==> src/rtl/zigbee_pkg.sv <==
// zigbee_pkg: shared types and defaults for the ZigBee receive deframer.
//   state_t           - deframer FSM states
//   DEF_SFD           - default start-of-frame delimiter (LSB-first on air)
//   DEF_PREAMBLE_BITS - default number of zero bits that arms SFD search
//   MAX_LEN / LEN_W   - largest PHR frame length and the width that holds it
package zigbee_pkg;

  typedef enum logic [1:0] {
    HUNT,
    SYNC,
    PHR,
    PAYLOAD
  } state_t;

  localparam logic [7:0]  DEF_SFD           = 8'hA7;
  localparam int unsigned DEF_PREAMBLE_BITS = 32;
  localparam int unsigned MAX_LEN           = 127;
  localparam int unsigned LEN_W             = $clog2(MAX_LEN + 1);

endpackage

==> src/rtl/zigbee_bit_packer.sv <==
// zigbee_bit_packer: LSB-first 8-bit serial-to-parallel packer.
//   clk_i, reset_i  - clock and synchronous active-high reset
//   clear_i         - empties the shift window and bit counter (beats shift_i)
//   shift_i         - accept bit_i this cycle
//   bit_i           - serial bit; later bits land in higher byte positions
//   data_next_o     - byte as it reads once bit_i is shifted in (combinational)
//   byte_done_o     - high on the shift that supplies the 8th bit of a byte
module zigbee_bit_packer
  import zigbee_pkg::*;
(
  input  logic       clk_i,
  input  logic       reset_i,
  input  logic       clear_i,
  input  logic       shift_i,
  input  logic       bit_i,
  output logic [7:0] data_next_o,
  output logic       byte_done_o
);

  // Only the upper seven bits of the window are kept: the oldest bit would be
  // shifted out by the next bit anyway, so data_next_o is rebuilt from these
  // seven plus the incoming bit.
  logic [6:0] window;
  logic [2:0] bit_cnt;

  assign data_next_o = {bit_i, window};
  assign byte_done_o = shift_i && (bit_cnt == 3'd7);

  always_ff @(posedge clk_i) begin
    if (reset_i || clear_i) begin
      window  <= '0;
      bit_cnt <= '0;
    end else if (shift_i) begin
      window  <= data_next_o[7:1];
      bit_cnt <= bit_cnt + 3'd1;
    end
  end

endmodule

==> src/rtl/zigbee_rx_deframer.sv <==
// zigbee_rx_deframer: finds preamble + SFD in a recovered bit stream, reads the
// PHR length and emits the payload as bytes.
//   clk_i, reset_i  - clock and synchronous active-high reset
//   data_i          - recovered bit, valid when data_en_i is high
//   data_en_i       - one-cycle bit strobe
//   byte_o          - payload byte (LSB = first received bit)
//   byte_valid_o    - one-cycle strobe qualifying byte_o
//   sof_o / eof_o   - first / last payload byte markers (with byte_valid_o)
//   len_o           - PHR length, held until the next accepted PHR
//   frame_err_o     - one-cycle strobe on a zero length or a timeout abort
//   busy_o          - high whenever the FSM is not hunting for preamble
module zigbee_rx_deframer
  import zigbee_pkg::*;
#(
  parameter int unsigned PREAMBLE_BITS = DEF_PREAMBLE_BITS,
  parameter logic [7:0]  SFD           = DEF_SFD,
  parameter int unsigned TIMEOUT_CYC   = 4096
) (
  input  logic             clk_i,
  input  logic             reset_i,
  input  logic             data_i,
  input  logic             data_en_i,
  output logic [7:0]       byte_o,
  output logic             byte_valid_o,
  output logic             sof_o,
  output logic             eof_o,
  output logic [LEN_W-1:0] len_o,
  output logic             frame_err_o,
  output logic             busy_o
);

  localparam int unsigned ZW = $clog2(PREAMBLE_BITS + 1);
  localparam int unsigned TW = $clog2(TIMEOUT_CYC + 1);
  localparam logic [ZW-1:0] ZERO_LAST = ZW'(PREAMBLE_BITS - 1);
  localparam logic [ZW-1:0] ZERO_SAT  = ZW'(PREAMBLE_BITS);
  localparam logic [TW-1:0] TO_LAST   = TW'(TIMEOUT_CYC - 1);

  state_t           state;
  logic [ZW-1:0]    zero_cnt;
  logic [TW-1:0]    idle_cnt;
  logic [LEN_W-1:0] byte_cnt;
  logic             seen_one;

  logic       pk_clear;
  logic       pk_shift;
  logic [7:0] pk_data_next;
  logic       pk_byte_done;

  logic sync_bit;
  logic sfd_take;
  logic timeout_hit;
  logic last_byte;

  zigbee_bit_packer u_packer (
    .clk_i       (clk_i),
    .reset_i     (reset_i),
    .clear_i     (pk_clear),
    .shift_i     (pk_shift),
    .bit_i       (data_i),
    .data_next_o (pk_data_next),
    .byte_done_o (pk_byte_done)
  );

  // In SYNC, zeros ahead of the first 1 are extended preamble and must not
  // start the 8-bit SFD window.
  assign sync_bit    = data_en_i && (seen_one || data_i);
  assign sfd_take    = sync_bit && (pk_data_next == SFD);
  assign timeout_hit = !data_en_i && (idle_cnt == TO_LAST);
  assign last_byte   = ({1'b0, byte_cnt} + 8'd1) == {1'b0, len_o};
  assign busy_o      = (state != HUNT);

  always_comb begin
    pk_clear = 1'b0;
    pk_shift = 1'b0;
    unique case (state)
      HUNT: pk_clear = 1'b1;
      SYNC: begin
        if (data_en_i) begin
          // An SFD match clears the packer so PHR starts on a fresh byte.
          if (!sync_bit || sfd_take) pk_clear = 1'b1;
          else                       pk_shift = 1'b1;
        end
      end
      default: pk_shift = data_en_i;
    endcase
  end

  always_ff @(posedge clk_i) begin
    if (reset_i) begin
      state        <= HUNT;
      zero_cnt     <= '0;
      idle_cnt     <= '0;
      byte_cnt     <= '0;
      seen_one     <= 1'b0;
      byte_o       <= '0;
      byte_valid_o <= 1'b0;
      sof_o        <= 1'b0;
      eof_o        <= 1'b0;
      len_o        <= '0;
      frame_err_o  <= 1'b0;
    end else begin
      byte_valid_o <= 1'b0;
      sof_o        <= 1'b0;
      eof_o        <= 1'b0;
      frame_err_o  <= 1'b0;

      if (state == HUNT || data_en_i) idle_cnt <= '0;
      else                            idle_cnt <= idle_cnt + TW'(1);

      if (state != HUNT && timeout_hit) begin
        frame_err_o <= 1'b1;
        zero_cnt    <= '0;
        state       <= HUNT;
      end else begin
        unique case (state)
          HUNT: begin
            if (data_en_i) begin
              if (data_i) begin
                zero_cnt <= '0;
              end else if (zero_cnt == ZERO_LAST) begin
                zero_cnt <= ZERO_SAT;
                seen_one <= 1'b0;
                state    <= SYNC;
              end else begin
                zero_cnt <= zero_cnt + ZW'(1);
              end
            end
          end

          SYNC: begin
            if (data_en_i && data_i) seen_one <= 1'b1;
            if (sfd_take) begin
              state <= PHR;
            end else if (pk_byte_done) begin
              zero_cnt <= '0;
              state    <= HUNT;
            end
          end

          PHR: begin
            if (pk_byte_done) begin
              if (pk_data_next[6:0] == '0) begin
                frame_err_o <= 1'b1;
                zero_cnt    <= '0;
                state       <= HUNT;
              end else begin
                len_o    <= pk_data_next[6:0];
                byte_cnt <= '0;
                state    <= PAYLOAD;
              end
            end
          end

          PAYLOAD: begin
            if (pk_byte_done) begin
              byte_o       <= pk_data_next;
              byte_valid_o <= 1'b1;
              sof_o        <= (byte_cnt == '0);
              eof_o        <= last_byte;
              byte_cnt     <= byte_cnt + LEN_W'(1);
              if (last_byte) begin
                zero_cnt <= '0;
                state    <= HUNT;
              end
            end
          end

          default: state <= HUNT;
        endcase
      end
    end
  end

endmodule

==> config.mk <==
export PLATFORM = sky130hd
export DESIGN_NAME = zigbee_rx_deframer
export DESIGN_NICKNAME = d
export VERILOG_FILES = /design/src/rtl/zigbee_pkg.sv /design/src/rtl/zigbee_bit_packer.sv /design/src/rtl/zigbee_rx_deframer.sv
export SDC_FILE = /design/constraint.sdc
export NUM_CORES = 1
export LEC_CHECK = 0
export CORE_UTILIZATION = 58
export DETAILED_ROUTE_END_ITERATION = 10
export GPL_ROUTABILITY_DRIVEN = 0
export HOLD_SLACK_MARGIN = 0.02
export PLACE_DENSITY = 0.85
export SLEW_MARGIN = 20
export SYNTH_ARGS = -nofsm -noshare
export SYNTH_HDL_FRONTEND = slang
export SYNTH_SLANG_ARGS = --single-unit
==> constraint.sdc <==
create_clock -name clk_i -period 2.05 [get_ports clk_i]
set_input_delay 0.5125 -clock clk_i [delete_from_list [all_inputs] [get_ports clk_i]]
set_output_delay 0.5125 -clock clk_i [all_outputs]
set_load 0.02 [all_outputs]
==> results.txt <==
----------------------------------------------------
[Floorplanning]
  Die ar. ... 5300 um2
  Starting density of the core ... 0.608
  Area of the placeable core ... 4790 um2
  Count of standard-cell rows ... 25
  Die width ... 72.8 um
  Number of top-level pins ... 24
  Vert. Die Dim ... 72.8 um

[STA]
  Number of endpoints failing setup at the final stage ... 0
  Highest clock rate ... 506 MHz
  RSZ-0062 raised after global routing ... true
  Tcrit/Tclk final ... 0.964
  Transition time of the tightest slew-check pin ... 397 ps
  Hold violation count in the final report ... 0
  Max-slew headroom ... 0.735
  Clock tree skew after final layout ... 9.65 ps
  Final Max Slew Viols ... 0
  Post-layout minimum cycle time ... 1980 ps

[Pwr]
  Maximum vdd ir drop ... 0.604 mV
  Total power ... 2630 uW
  Proportion of power drawn by flip-flops and latches ... 0.434
  Leakage power ... 0.00131 uW
  Switching power ... 586 uW
  Switching part of the total ... 0.223
  Combinational fraction of design power ... 0.065
  Total power per unit cell area ... 729 nW/um2
  Clock network fraction of design power ... 0.501
  Internal power of the cells ... 2050 uW

[Route]
  Wirelength, routed ... 6650 um
  Remaining routing DRC violations ... 0
  TritonRoute pass-1 iters ... 5
  Via-per-instance ratio ... 5.77
  Detail-routed net length per standard cell ... 15.0 um
  Met2 WL ... 3320 um
  Number of nets still failing antenna checks after routing ... 0
  Count of routing violations after the opening detailed-route iteration ... 254
  Number of vias in the routed layout ... 2567
  DR top layer ... met4
  M1 wire length ... 2880 um
  Met3 Wirelength ... 329 um

[Logic synthesis]
  Most area-consuming cells after synthesis ... sky130_fd_sc_hd__dfxtp_1 (40%), sky130_fd_sc_hd__mux2i_1 (6.2%), sky130_fd_sc_hd__nor2_1 (5.7%), sky130_fd_sc_hd__nand2_1 (4.9%), sky130_fd_sc_hd__ha_1 (2.6%)
  Synth Warn # ... 0
  Synth Cell Area ... 2910 um2
  Total of flip-flops plus latches after synthesis ... 58
  Commonest cells post-synth ... sky130_fd_sc_hd__dfxtp_1 (58), sky130_fd_sc_hd__nor2_1 (44), sky130_fd_sc_hd__nand2_1 (38)
  Synthesized net count ... 337
  Post-synthesis cell count ... 327
  Most common cell in the netlist ... sky130_fd_sc_hd__dfxtp_1
  Yosys top cell by area ... sky130_fd_sc_hd__dfxtp_1
  Most used flip-flop cell after synthesis ... sky130_fd_sc_hd__dfxtp_1
  Proportion of synthesized chip area in sequential cells ... 0.399
  Synth top area share ... 0.399
  Number of enable flip-flop cells after synthesis ... 0
  Distinct cells, synth ... 64
  Post-synthesis async set-or-reset flop share ... 0
  Average size of a mapped cell ... 8.90 um2

[CTS]
  Clock tree root buffer cell ... sky130_fd_sc_hd__clkbuf_8
  Htree depth ... 3
  Latest clock arrival within the worst-skew pair ... 350 ps
  Clock tree from TritonCTS ... done
  Clock slew seen by the registers of the worst setup and hold paths ... 70 ps
  Max Root-Sink Buffers ... 2
  CTS Buf Count ... 9
  Num Clock Sinks ... 58

[Layout]
  Share of post-route cells with drive strength above 1 ... 0.185
  Area delta synth->final ... 24.1%
  NumNets Final ... 383
  Antenna Diode Count ... 0
  Final design instance area without fill ... 3610 um2

[Setup path]
  Kind of cell adding the most delay to the critical path ... compound AO/OA/AOI/OAI gates
  Critical path arrival ... 2230 ps
  Buffering stage count on the worst path with inverters included ... 0
  Worst-path cell chain ... ha_4 -> and2_1 -> a211o_1 -> a31oi_1 -> a311o_1 -> nand3_2 -> a211oi_1
  Delay of the slowest cell on the worst path ... 370 ps
  Critical-path top delay cell ... sky130_fd_sc_hd__dfxtp_4
  Type of the setup path with the least slack ... reg2reg
  Start point of the critical path ... byte_cnt[0]$_SDFFE_PP0P_
  Number of gates on the worst path with buffers counted ... 7
  Nature of the critical path startpoint ... flop
  Reg2reg path depth ... 7
  Reg2reg setup slack ... 70 ps
  Largest driver fanout on the critical path ... 6
  Reg-to-reg critical path startpoint ... byte_cnt[0]$_SDFFE_PP0P_
  Required time reported for the critical path endpoint ... 2310 ps
  Nature of the critical path endpoint ... flop

[GRT]
  Number of global-route vias before repair ... 2371
  Wire length of the first global-routing pass ... 10800 um
  Maximum number of pins on one net before global-route repair ... 15
  Combined global-route utilization of all metal layers ... 0.269
  Number of antenna violations at the first check in global routing ... 0
  Congestion Overflow GR ... 0

[Hold path]
  Tightest Hold Check Type ... reg2reg
  Worst hold path stage count ... 2
  Hold Path Origin ... byte_o[3]$_SDFFE_PP0P_

[Placement]
  Total cell area at the placement stage ... 3300 um2
  DP Wirelength ... 4400 um
  Count of input and output buffers ... 23

[Run status]
  Result of the run ... complete, no violations

[Job]
  Max-capacitance violation count ... 0

----------------------------------------------------
stage by stage:
| stage | setup TNS, ps | instances | setup slack [ps] | hold slack, ps | util |
|---|---|---|---|---|---|
| after floorplan | 0 | 327 | 159 | 426 | - |
| after global routing | -71.0 | 445 | -33.2 | 487 | 0.755 |
| after global placement | -4730 | 426 | -300 | 440 | 0.690 |
| after detailed placement | -6260 | 426 | -338 | 446 | 0.690 |
| after CTS | 0 | 445 | 3.05 | 455 | 0.748 |
| final | 0 | 445 | 72.9 | 456 | 0.755 |
routing by layer:
metal | global-route usage | up-vias
met5 | 0 | -
met1 | 0.326 | 1210
li1 | - | 1255
met2 | 0.449 | 89
met4 | 0.146 | 0
met3 | 0.0552 | 13
worst register-to-register path, cell delays in order (launching register included):
cell and delay, ps:
sky130_fd_sc_hd__dfxtp_4 370, sky130_fd_sc_hd__ha_4 180, sky130_fd_sc_hd__and2_1 180, sky130_fd_sc_hd__a211o_1 300, sky130_fd_sc_hd__a31oi_1 160, sky130_fd_sc_hd__a311o_1 250, sky130_fd_sc_hd__nand3_2 200, sky130_fd_sc_hd__a211oi_1 250
power by group through the flow:
stage	clock [uW]	sequential, uW	combinational [uW]
finish	1320	1140	172
global route	1370	1140	187
CTS	1330	1140	171
detailed placement	0	1170	170
global placement	0	1170	167
floorplan	0	1160	121
worst paths after layout:
path	endpoint
max	zero_cnt[0]$_SDFFE_PP0P_
min	byte_o[3]$_SDFFE_PP0P_
max reg2reg	zero_cnt[0]$_SDFFE_PP0P_
min reg2reg	byte_o[3]$_SDFFE_PP0P_
what timing repair did:
| item | 4_1_cts | 5_1_grt |
|---|---|---|
| buffers inserted | 3 | 0 |
| hold buffers | 0 | 0 |
| resized for setup | 1 | 9 |
| cloned | 0 | 0 |
| setup endpoints to repair | 3 | 13 |
| pin swaps | 2 | 1 |
flip-flops by register name, indices dropped and copies added (netlist names):
register / cells
idle_cnt: 13
byte_cnt: 7
byte_o: 8
len_o: 7
byte_valid_o: 1
sof_o: 1
frame_err_o: 1
u_packer.window: 7
seen_one: 1
zero_cnt: 6
u_packer.bit_cnt: 3
state: 2
eof_o: 1
cell usage in the layout (no fill, tap or decap), types with 4 or more instances in the layout:
master / count
sky130_fd_sc_hd__nand2_1: 38
sky130_fd_sc_hd__a21oi_1: 14
sky130_fd_sc_hd__clkbuf_8: 10
sky130_fd_sc_hd__xnor2_1: 7
sky130_fd_sc_hd__or3_1: 4
sky130_fd_sc_hd__o21ai_0: 12
sky130_fd_sc_hd__clkdlybuf4s50_1: 20
sky130_fd_sc_hd__mux2i_1: 18
sky130_fd_sc_hd__nand3_1: 14
sky130_fd_sc_hd__nor2_1: 44
sky130_fd_sc_hd__buf_4: 28
sky130_fd_sc_hd__a31oi_1: 9
sky130_fd_sc_hd__inv_1: 8
sky130_fd_sc_hd__xor2_1: 8
sky130_fd_sc_hd__ha_1: 5
sky130_fd_sc_hd__dfxtp_1: 55
sky130_fd_sc_hd__nand4_1: 8
cell families (layout without fill, tap and decap cells):
logic type | Yosys count | count (layout) | synth area share
muxes | 18 | 18 | 0.0619
AOI/OAI and AO/OA | 61 | 61 | 0.149
xor gates and xnor gates | 16 | 16 | 0.0508
buffers and inverters | 26 | 77 | 0.0550
and+or+nand+nor | 142 | 142 | 0.258
DFF | 58 | 58 | 0.399
adders and majority gates | 6 | 6 | 0.0258
layout make-up:
class                   count  area, um2
flip-flops and latches     58       1170
clock buffers              10        138
well taps                  67       83.8
fillers                   341       1170
repair buffers             52        468
inverters                   9       33.8
multi-input cells         243       1610
clock inverters             6        114
No activity file was read; power rests on OpenSTA's default activity.
